[src/rtl/pipe_flow_ctrl_if.sv]
// Pipeline flow-control bundle: hazard/cache inputs in, stall/flush/redirect out.
// slave = flow controller, master = pipeline/environment side.
interface pipe_flow_ctrl_if #(
  parameter int unsigned CNT_W = 32
);
  logic             id_jump_flag_i;
  logic [31:0]      id_jump_pc_i;
  logic             ex_btype_taken_i;
  logic [31:0]      ex_btype_pc_i;
  logic             id_load_use_flag_i;
  logic             icache_ready_i;
  logic             ex_mem_req_i;
  logic             dcache_ready_i;
  logic             fc_stall_if_o;
  logic             fc_stall_id_o;
  logic             fc_stall_ex_o;
  logic             fc_stall_mem_o;
  logic             fc_flush_id_o;
  logic             fc_flush_ex_o;
  logic             fc_redirect_o;
  logic [31:0]      fc_redirect_pc_o;
  logic [1:0]       fc_state_o;
  logic [CNT_W-1:0] fc_stall_cnt_o;

  modport slave (
    input  id_jump_flag_i, id_jump_pc_i, ex_btype_taken_i, ex_btype_pc_i,
           id_load_use_flag_i, icache_ready_i, ex_mem_req_i, dcache_ready_i,
    output fc_stall_if_o, fc_stall_id_o, fc_stall_ex_o, fc_stall_mem_o,
           fc_flush_id_o, fc_flush_ex_o, fc_redirect_o, fc_redirect_pc_o,
           fc_state_o, fc_stall_cnt_o
  );

  modport master (
    output id_jump_flag_i, id_jump_pc_i, ex_btype_taken_i, ex_btype_pc_i,
           id_load_use_flag_i, icache_ready_i, ex_mem_req_i, dcache_ready_i,
    input  fc_stall_if_o, fc_stall_id_o, fc_stall_ex_o, fc_stall_mem_o,
           fc_flush_id_o, fc_flush_ex_o, fc_redirect_o, fc_redirect_pc_o,
           fc_state_o, fc_stall_cnt_o
  );
endinterface

[src/rtl/pipe_flow_ctrl.sv]
// Central stall/flush/redirect sequencer for the 5-stage core.
// Control outputs are combinational from state + inputs; state and counters are registered.
module pipe_flow_ctrl #(
  parameter int unsigned LU_STALL = 1,
  parameter int unsigned CNT_W    = 32
) (
  input logic             clk,
  input logic             rst,
  pipe_flow_ctrl_if.slave bus
);

  localparam int unsigned LU_W = 3;

  typedef enum logic [1:0] {
    RUN    = 2'd0,
    DWAIT  = 2'd1,
    LUWAIT = 2'd2,
    RWAIT  = 2'd3
  } state_e;

  state_e            state_q, state_d;
  logic [31:0]       pend_pc_q, pend_pc_d;
  logic              pend_q, pend_d;
  logic [LU_W-1:0]   lu_cnt_q, lu_cnt_d;
  logic [CNT_W-1:0]  stall_cnt_q;

  logic        stall_if, stall_id, stall_ex, stall_mem;
  logic        flush_id, flush_ex, redirect;
  logic [31:0] redirect_pc;
  logic        dmiss;

  assign dmiss = bus.ex_mem_req_i & ~bus.dcache_ready_i;

  // Next-state and control decode
  always_comb begin
    state_d     = state_q;
    pend_pc_d   = pend_pc_q;
    pend_d      = pend_q;
    lu_cnt_d    = lu_cnt_q;
    stall_if    = 1'b0;
    stall_id    = 1'b0;
    stall_ex    = 1'b0;
    stall_mem   = 1'b0;
    flush_id    = 1'b0;
    flush_ex    = 1'b0;
    redirect    = 1'b0;
    redirect_pc = 32'd0;

    unique case (state_q)
      RUN: begin
        if (dmiss) begin
          // Frozen stages re-present any branch/jump once the miss clears
          {stall_if, stall_id, stall_ex, stall_mem} = 4'b1111;
          state_d = DWAIT;
        end else if (bus.ex_btype_taken_i) begin
          flush_id = 1'b1;
          flush_ex = 1'b1;
          if (bus.icache_ready_i) begin
            redirect    = 1'b1;
            redirect_pc = bus.ex_btype_pc_i;
          end else begin
            pend_pc_d = bus.ex_btype_pc_i;
            pend_d    = 1'b1;
            state_d   = RWAIT;
          end
        end else if (bus.id_jump_flag_i) begin
          flush_id = 1'b1;
          if (bus.icache_ready_i) begin
            redirect    = 1'b1;
            redirect_pc = bus.id_jump_pc_i;
          end else begin
            pend_pc_d = bus.id_jump_pc_i;
            pend_d    = 1'b1;
            state_d   = RWAIT;
          end
        end else if (bus.id_load_use_flag_i) begin
          stall_if = 1'b1;
          stall_id = 1'b1;
          flush_ex = 1'b1;
          if (LU_STALL > 1) begin
            lu_cnt_d = LU_W'(LU_STALL - 1);
            state_d  = LUWAIT;
          end
        end
      end

      DWAIT: begin
        if (!bus.dcache_ready_i) begin
          {stall_if, stall_id, stall_ex, stall_mem} = 4'b1111;
        end else begin
          state_d = RUN;
        end
      end

      LUWAIT: begin
        if (dmiss) begin
          {stall_if, stall_id, stall_ex, stall_mem} = 4'b1111;
        end else begin
          stall_if = 1'b1;
          stall_id = 1'b1;
          flush_ex = 1'b1;
          lu_cnt_d = lu_cnt_q - LU_W'(1);
          if (lu_cnt_q == LU_W'(1)) state_d = RUN;
        end
      end

      RWAIT: begin
        // Stale fetch is discarded each cycle until the Icache can take the new PC
        if (dmiss) begin
          {stall_if, stall_id, stall_ex, stall_mem} = 4'b1111;
        end else begin
          flush_id = 1'b1;
          stall_if = 1'b1;
          if (bus.icache_ready_i) begin
            redirect    = 1'b1;
            redirect_pc = pend_pc_q;
            pend_d      = 1'b0;
            state_d     = RUN;
          end
        end
      end

      default: state_d = RUN;
    endcase
  end

  always_ff @(posedge clk or posedge rst) begin
    if (rst) begin
      state_q     <= RUN;
      pend_pc_q   <= 32'd0;
      pend_q      <= 1'b0;
      lu_cnt_q    <= '0;
      stall_cnt_q <= '0;
    end else begin
      state_q   <= state_d;
      pend_pc_q <= pend_pc_d;
      pend_q    <= pend_d;
      lu_cnt_q  <= lu_cnt_d;
      if (stall_if) stall_cnt_q <= stall_cnt_q + CNT_W'(1);
    end
  end

  assign bus.fc_stall_if_o    = stall_if;
  assign bus.fc_stall_id_o    = stall_id;
  assign bus.fc_stall_ex_o    = stall_ex;
  assign bus.fc_stall_mem_o   = stall_mem;
  assign bus.fc_flush_id_o    = flush_id;
  assign bus.fc_flush_ex_o    = flush_ex;
  assign bus.fc_redirect_o    = redirect;
  assign bus.fc_redirect_pc_o = redirect_pc;
  assign bus.fc_state_o       = state_q;
  assign bus.fc_stall_cnt_o   = stall_cnt_q;

endmodule

[src/flat_wrapper.sv]
// flat-port wrapper written by rule: the top's interface ports become plain ports
module pipe_flow_ctrl_flat 
#(
  parameter int unsigned LU_STALL = 1,
  parameter int unsigned CNT_W    = 32
)
  (clk, rst, bus_id_jump_flag_i, bus_id_jump_pc_i, bus_ex_btype_taken_i, bus_ex_btype_pc_i, bus_id_load_use_flag_i, bus_icache_ready_i, bus_ex_mem_req_i, bus_dcache_ready_i, bus_fc_stall_if_o, bus_fc_stall_id_o, bus_fc_stall_ex_o, bus_fc_stall_mem_o, bus_fc_flush_id_o, bus_fc_flush_ex_o, bus_fc_redirect_o, bus_fc_redirect_pc_o, bus_fc_state_o, bus_fc_stall_cnt_o);
  pipe_flow_ctrl_if #(.CNT_W(CNT_W)) bus_i ();
  input logic clk;
  input logic rst;
  input wire logic [$bits(bus_i.id_jump_flag_i)-1:0] bus_id_jump_flag_i;
  input wire logic [$bits(bus_i.id_jump_pc_i)-1:0] bus_id_jump_pc_i;
  input wire logic [$bits(bus_i.ex_btype_taken_i)-1:0] bus_ex_btype_taken_i;
  input wire logic [$bits(bus_i.ex_btype_pc_i)-1:0] bus_ex_btype_pc_i;
  input wire logic [$bits(bus_i.id_load_use_flag_i)-1:0] bus_id_load_use_flag_i;
  input wire logic [$bits(bus_i.icache_ready_i)-1:0] bus_icache_ready_i;
  input wire logic [$bits(bus_i.ex_mem_req_i)-1:0] bus_ex_mem_req_i;
  input wire logic [$bits(bus_i.dcache_ready_i)-1:0] bus_dcache_ready_i;
  output wire logic [$bits(bus_i.fc_stall_if_o)-1:0] bus_fc_stall_if_o;
  output wire logic [$bits(bus_i.fc_stall_id_o)-1:0] bus_fc_stall_id_o;
  output wire logic [$bits(bus_i.fc_stall_ex_o)-1:0] bus_fc_stall_ex_o;
  output wire logic [$bits(bus_i.fc_stall_mem_o)-1:0] bus_fc_stall_mem_o;
  output wire logic [$bits(bus_i.fc_flush_id_o)-1:0] bus_fc_flush_id_o;
  output wire logic [$bits(bus_i.fc_flush_ex_o)-1:0] bus_fc_flush_ex_o;
  output wire logic [$bits(bus_i.fc_redirect_o)-1:0] bus_fc_redirect_o;
  output wire logic [$bits(bus_i.fc_redirect_pc_o)-1:0] bus_fc_redirect_pc_o;
  output wire logic [$bits(bus_i.fc_state_o)-1:0] bus_fc_state_o;
  output wire logic [$bits(bus_i.fc_stall_cnt_o)-1:0] bus_fc_stall_cnt_o;
  assign bus_i.id_jump_flag_i = bus_id_jump_flag_i;
  assign bus_i.id_jump_pc_i = bus_id_jump_pc_i;
  assign bus_i.ex_btype_taken_i = bus_ex_btype_taken_i;
  assign bus_i.ex_btype_pc_i = bus_ex_btype_pc_i;
  assign bus_i.id_load_use_flag_i = bus_id_load_use_flag_i;
  assign bus_i.icache_ready_i = bus_icache_ready_i;
  assign bus_i.ex_mem_req_i = bus_ex_mem_req_i;
  assign bus_i.dcache_ready_i = bus_dcache_ready_i;
  assign bus_fc_stall_if_o = bus_i.fc_stall_if_o;
  assign bus_fc_stall_id_o = bus_i.fc_stall_id_o;
  assign bus_fc_stall_ex_o = bus_i.fc_stall_ex_o;
  assign bus_fc_stall_mem_o = bus_i.fc_stall_mem_o;
  assign bus_fc_flush_id_o = bus_i.fc_flush_id_o;
  assign bus_fc_flush_ex_o = bus_i.fc_flush_ex_o;
  assign bus_fc_redirect_o = bus_i.fc_redirect_o;
  assign bus_fc_redirect_pc_o = bus_i.fc_redirect_pc_o;
  assign bus_fc_state_o = bus_i.fc_state_o;
  assign bus_fc_stall_cnt_o = bus_i.fc_stall_cnt_o;
  pipe_flow_ctrl #(.LU_STALL(LU_STALL), .CNT_W(CNT_W)) u_core (.clk(clk), .rst(rst), .bus(bus_i));
endmodule
[config.mk]
export PLATFORM = sky130hd
export DESIGN_NAME = pipe_flow_ctrl_flat
export DESIGN_NICKNAME = d
export VERILOG_FILES = /design/src/rtl/pipe_flow_ctrl_if.sv /design/src/rtl/pipe_flow_ctrl.sv /design/src/flat_wrapper.sv
export SDC_FILE = /design/constraint.sdc
export NUM_CORES = 1
export LEC_CHECK = 0
export ABC_AREA = 1
export CORE_AREA = 5 5 97 117
export CTS_CLUSTER_SIZE = 28
export DETAILED_ROUTE_END_ITERATION = 8
export DIE_AREA = 0 0 102 122
export PLACE_DENSITY = 0.82
export SLEW_MARGIN = 20
export SYNTH_ARGS = -nofsm -noshare
export SYNTH_HDL_FRONTEND = slang
export SYNTH_SLANG_ARGS = --single-unit
[constraint.sdc]
create_clock -name clk -period 3.3 [get_ports clk]
set_clock_uncertainty 0.15 [all_clocks]
set_input_delay 0.66 -clock clk [delete_from_list [all_inputs] [get_ports clk]]
set_output_delay 0.66 -clock clk [all_outputs]
set_load 0.01 [all_outputs]
==> results.sh <==
export IMPL_crit_buf_inv=5
export IMPL_crit_path_end_kind="output port"
export IMPL_setup_tns_ns=0
export IMPL_max_cap_viol_count=0
export IMPL_slowest_stage="clkdlybuf4s50_1"
export IMPL_ys_warnings_count=0
export IMPL_multi_input_area_um2=2450
export IMPL_fmax_mhz=310
export IMPL_synth_area_leaders="dfrtp_1, nand2_1, a21oi_1"
export IMPL_finalHoldViolations=0
export IMPL_grt_first_pass_wirelength_um=23700
export IMPL_drtIter0Drc=355
export IMPL_ctsHoldBuffers=0
export IMPL_fp_dieH_um=122
export IMPL_utilization=0.675
export IMPL_slew_violations=0
export IMPL_via_count=5135
export IMPL_ys_types=27
export IMPL_r2r_cells=10
export IMPL_nNetsFinal=927
export IMPL_grt_pass1_vias=4972
export IMPL_final_min_clock_period_ns=3.23
export IMPL_p_per_area_nw_per_um2=599
export IMPL_antenna_found_initial=0
export IMPL_clk_pin_slew_ns=0.05
export IMPL_wirelength_um=15200
export IMPL_cpPeakStageDelay_ns=0.47
export IMPL_hold_path_class="register to register"
export IMPL_clockBufferDepth=2
export IMPL_clockRootBuffer="clkbuf_16"
export IMPL_synth_top_area_cell="dfrtp_1"
export IMPL_cp_top_family="buffers and inverters"
export IMPL_gr_usage_all_layers=0.238
export IMPL_crit_path_start_kind="input port"
export IMPL_crit_path_frequent_cell="nand2_1"
export IMPL_num_fill_cells=832
export IMPL_vdd_drop_max_mv=0.444
export IMPL_crit_path_max_fanout=12
export IMPL_period_share=0.978
export IMPL_h_tree_depth=3
export IMPL_viasPerCell=5.23
export IMPL_cp_required_ns=2.49
export IMPL_initial_core_util=0.452
export IMPL_drc_errors=0
export IMPL_p_leak_nw=3.11
export IMPL_worstPathCellList="clkdlybuf4s50_1, inv_2, nand2_4, nand2_1, nor2_4, buf_12, bufbuf_16, nand2_1, a21oi_1, clkdlybuf4s15_1"
export IMPL_synth_seq_cells=69
export IMPL_hold_slack_ns=0.344
export IMPL_crit_start="bus_dcache_ready_i"
export IMPL_worstHoldStart="u_core.lu_cnt_q[1]"
export IMPL_dieWidth_um=102
export IMPL_drive_gt1_frac=0.112
export IMPL_setup_viol=0
export IMPL_path_class="input port to output port"
export IMPL_dr_pass1_iters=4
export IMPL_clkLatencyLatePin_ns=0.33
export IMPL_place_congestion=0.894
export IMPL_wire_per_inst_um=15.5
export IMPL_drtAntennaViolNets=0
export IMPL_r2r_start="u_core.bus.fc_state_o[0]"
export IMPL_regArea_um2=1730
export IMPL_numCtsBuffers=9
export IMPL_grt_overflow=0
export IMPL_cts_tree="done"
export IMPL_cp_data_arrival_time_ns=2.42
export IMPL_final_cell_mix="nand2_1, clkdlybuf4s50_1, nor2_1"
export IMPL_mappedNetlistArea_um2=4610
export IMPL_core_um2=10200
export IMPL_synth_seq_area_share=0.374
export IMPL_place_inst=960
export IMPL_grt_max_degree=65
export IMPL_min_path_cells=2
export IMPL_insertedDiodeCount=0
export IMPL_status="complete, no violations"
export IMPL_post_dp_hpwl_um=10800
export IMPL_layoutNonFillerInstCount=981
export IMPL_clock_sinks=69
export IMPL_final_common_cell="nand2_1"
export IMPL_syn_area_per_cell_um2=6.89
export IMPL_io_pins=145
export IMPL_tightest_slew_ns=0.583
export IMPL_synthesis_nets=750
export IMPL_syn_to_final_growth_pct=49.4
export IMPL_rows=41
export IMPL_cp_depth=10
export IMPL_synthCells=670
export IMPL_dieArea_um2=12400
export IMPL_port_buffers=144
export IMPL_synth_top_area_frac=0.374
export IMPL_slew_headroom=0.611
per-stage QoR:
step	cell area (um2)	setup WS, ns	power [W]
finish	6890	0.0732	0.00413
detailed placement	6520	-0.132	0.00311
floorplan	4610	0.750	0.00230
global route	6890	-0.00110	0.00441
global placement	6520	-0.159	0.00306
CTS	6870	-0.0253	0.00415
Yosys cell counts, drive strengths merged:
cell type,number
clkbuf,7
buf,26
dfrtp,69
nor2,81
ha,8
o21a,32
xnor2,10
nand3,27
a21oi,67
nand4,10
and2,1
inv,73
o22ai,32
xor2,7
o31ai,1
nand2,205
nand3b,2
o21ai,12
final cells by class:
cell class,instances,area share
multi-input combinational,495,0.355
tap,129,0.0234
clock inverter,2,0.00544
timing repair buffer,199,0.283
sequential,69,0.250
clock buffer,14,0.0426
inverter,73,0.0397
layer usage:
metal / wire length (um) / vias up / track usage
met3: 1450 / 28 / 0.0504
met5: 0 / - / 0
met2: 7130 / 257 / 0.377
met4: 299 / 0 / 0.0960
met1: 6290 / 2332 / 0.317
li1: - / 2518 / -
registers in the layout, summed over array words and instances (netlist names):
signal and count:
u_core.bus.fc_state_o 2, u_core.pend_pc_q 32, u_core.bus.fc_stall_cnt_o 32, u_core.lu_cnt_q 3
worst min-delay path, stage by stage (launching register included):
cell and delay, ns:
dfrtp_1 0.35, nand2_1 0.05, o21ai_0 0.06
repair_timing:
item | in CTS | in global routing
cloned | 1 | 1
endpoints found under the setup margin | 32 | 16
buffers inserted | 1 | 2
pin swaps | 0 | 1
resized for setup | 43 | 18
where the power goes:
group	leakage [nW]	switching [W]	internal (W)
Sequential	0.853	0.000177	0.00112
Clock	0.161	0.000351	0.000688
Combinational	2.10	0.00100	0.000788
kinds of logic after synthesis:
| family | after synthesis | synth area share |
|---|---|---|
| DFF | 69 | 0.374 |
| buffers and inverters | 106 | 0.0974 |
| adders and majority gates | 8 | 0.0217 |
| xor gates and xnor gates | 17 | 0.0323 |
| AOI/OAI and AO/OA | 144 | 0.184 |
| and+or+nand+nor | 326 | 0.291 |
final timing paths:
check,endpoint,slack (ns)
hold / removal,u_core.lu_cnt_q[1],0.34
min in group asynchronous,u_core.pend_pc_q[4],0.56
setup reg to reg,u_core.bus.fc_stall_cnt_o[17],0.97
max in group asynchronous,u_core.pend_pc_q[25],1.79
setup / recovery,bus_fc_redirect_pc_o[5],0.07
hold reg to reg,u_core.lu_cnt_q[1],0.34
Note: power is estimated with default switching activity, not from simulation.
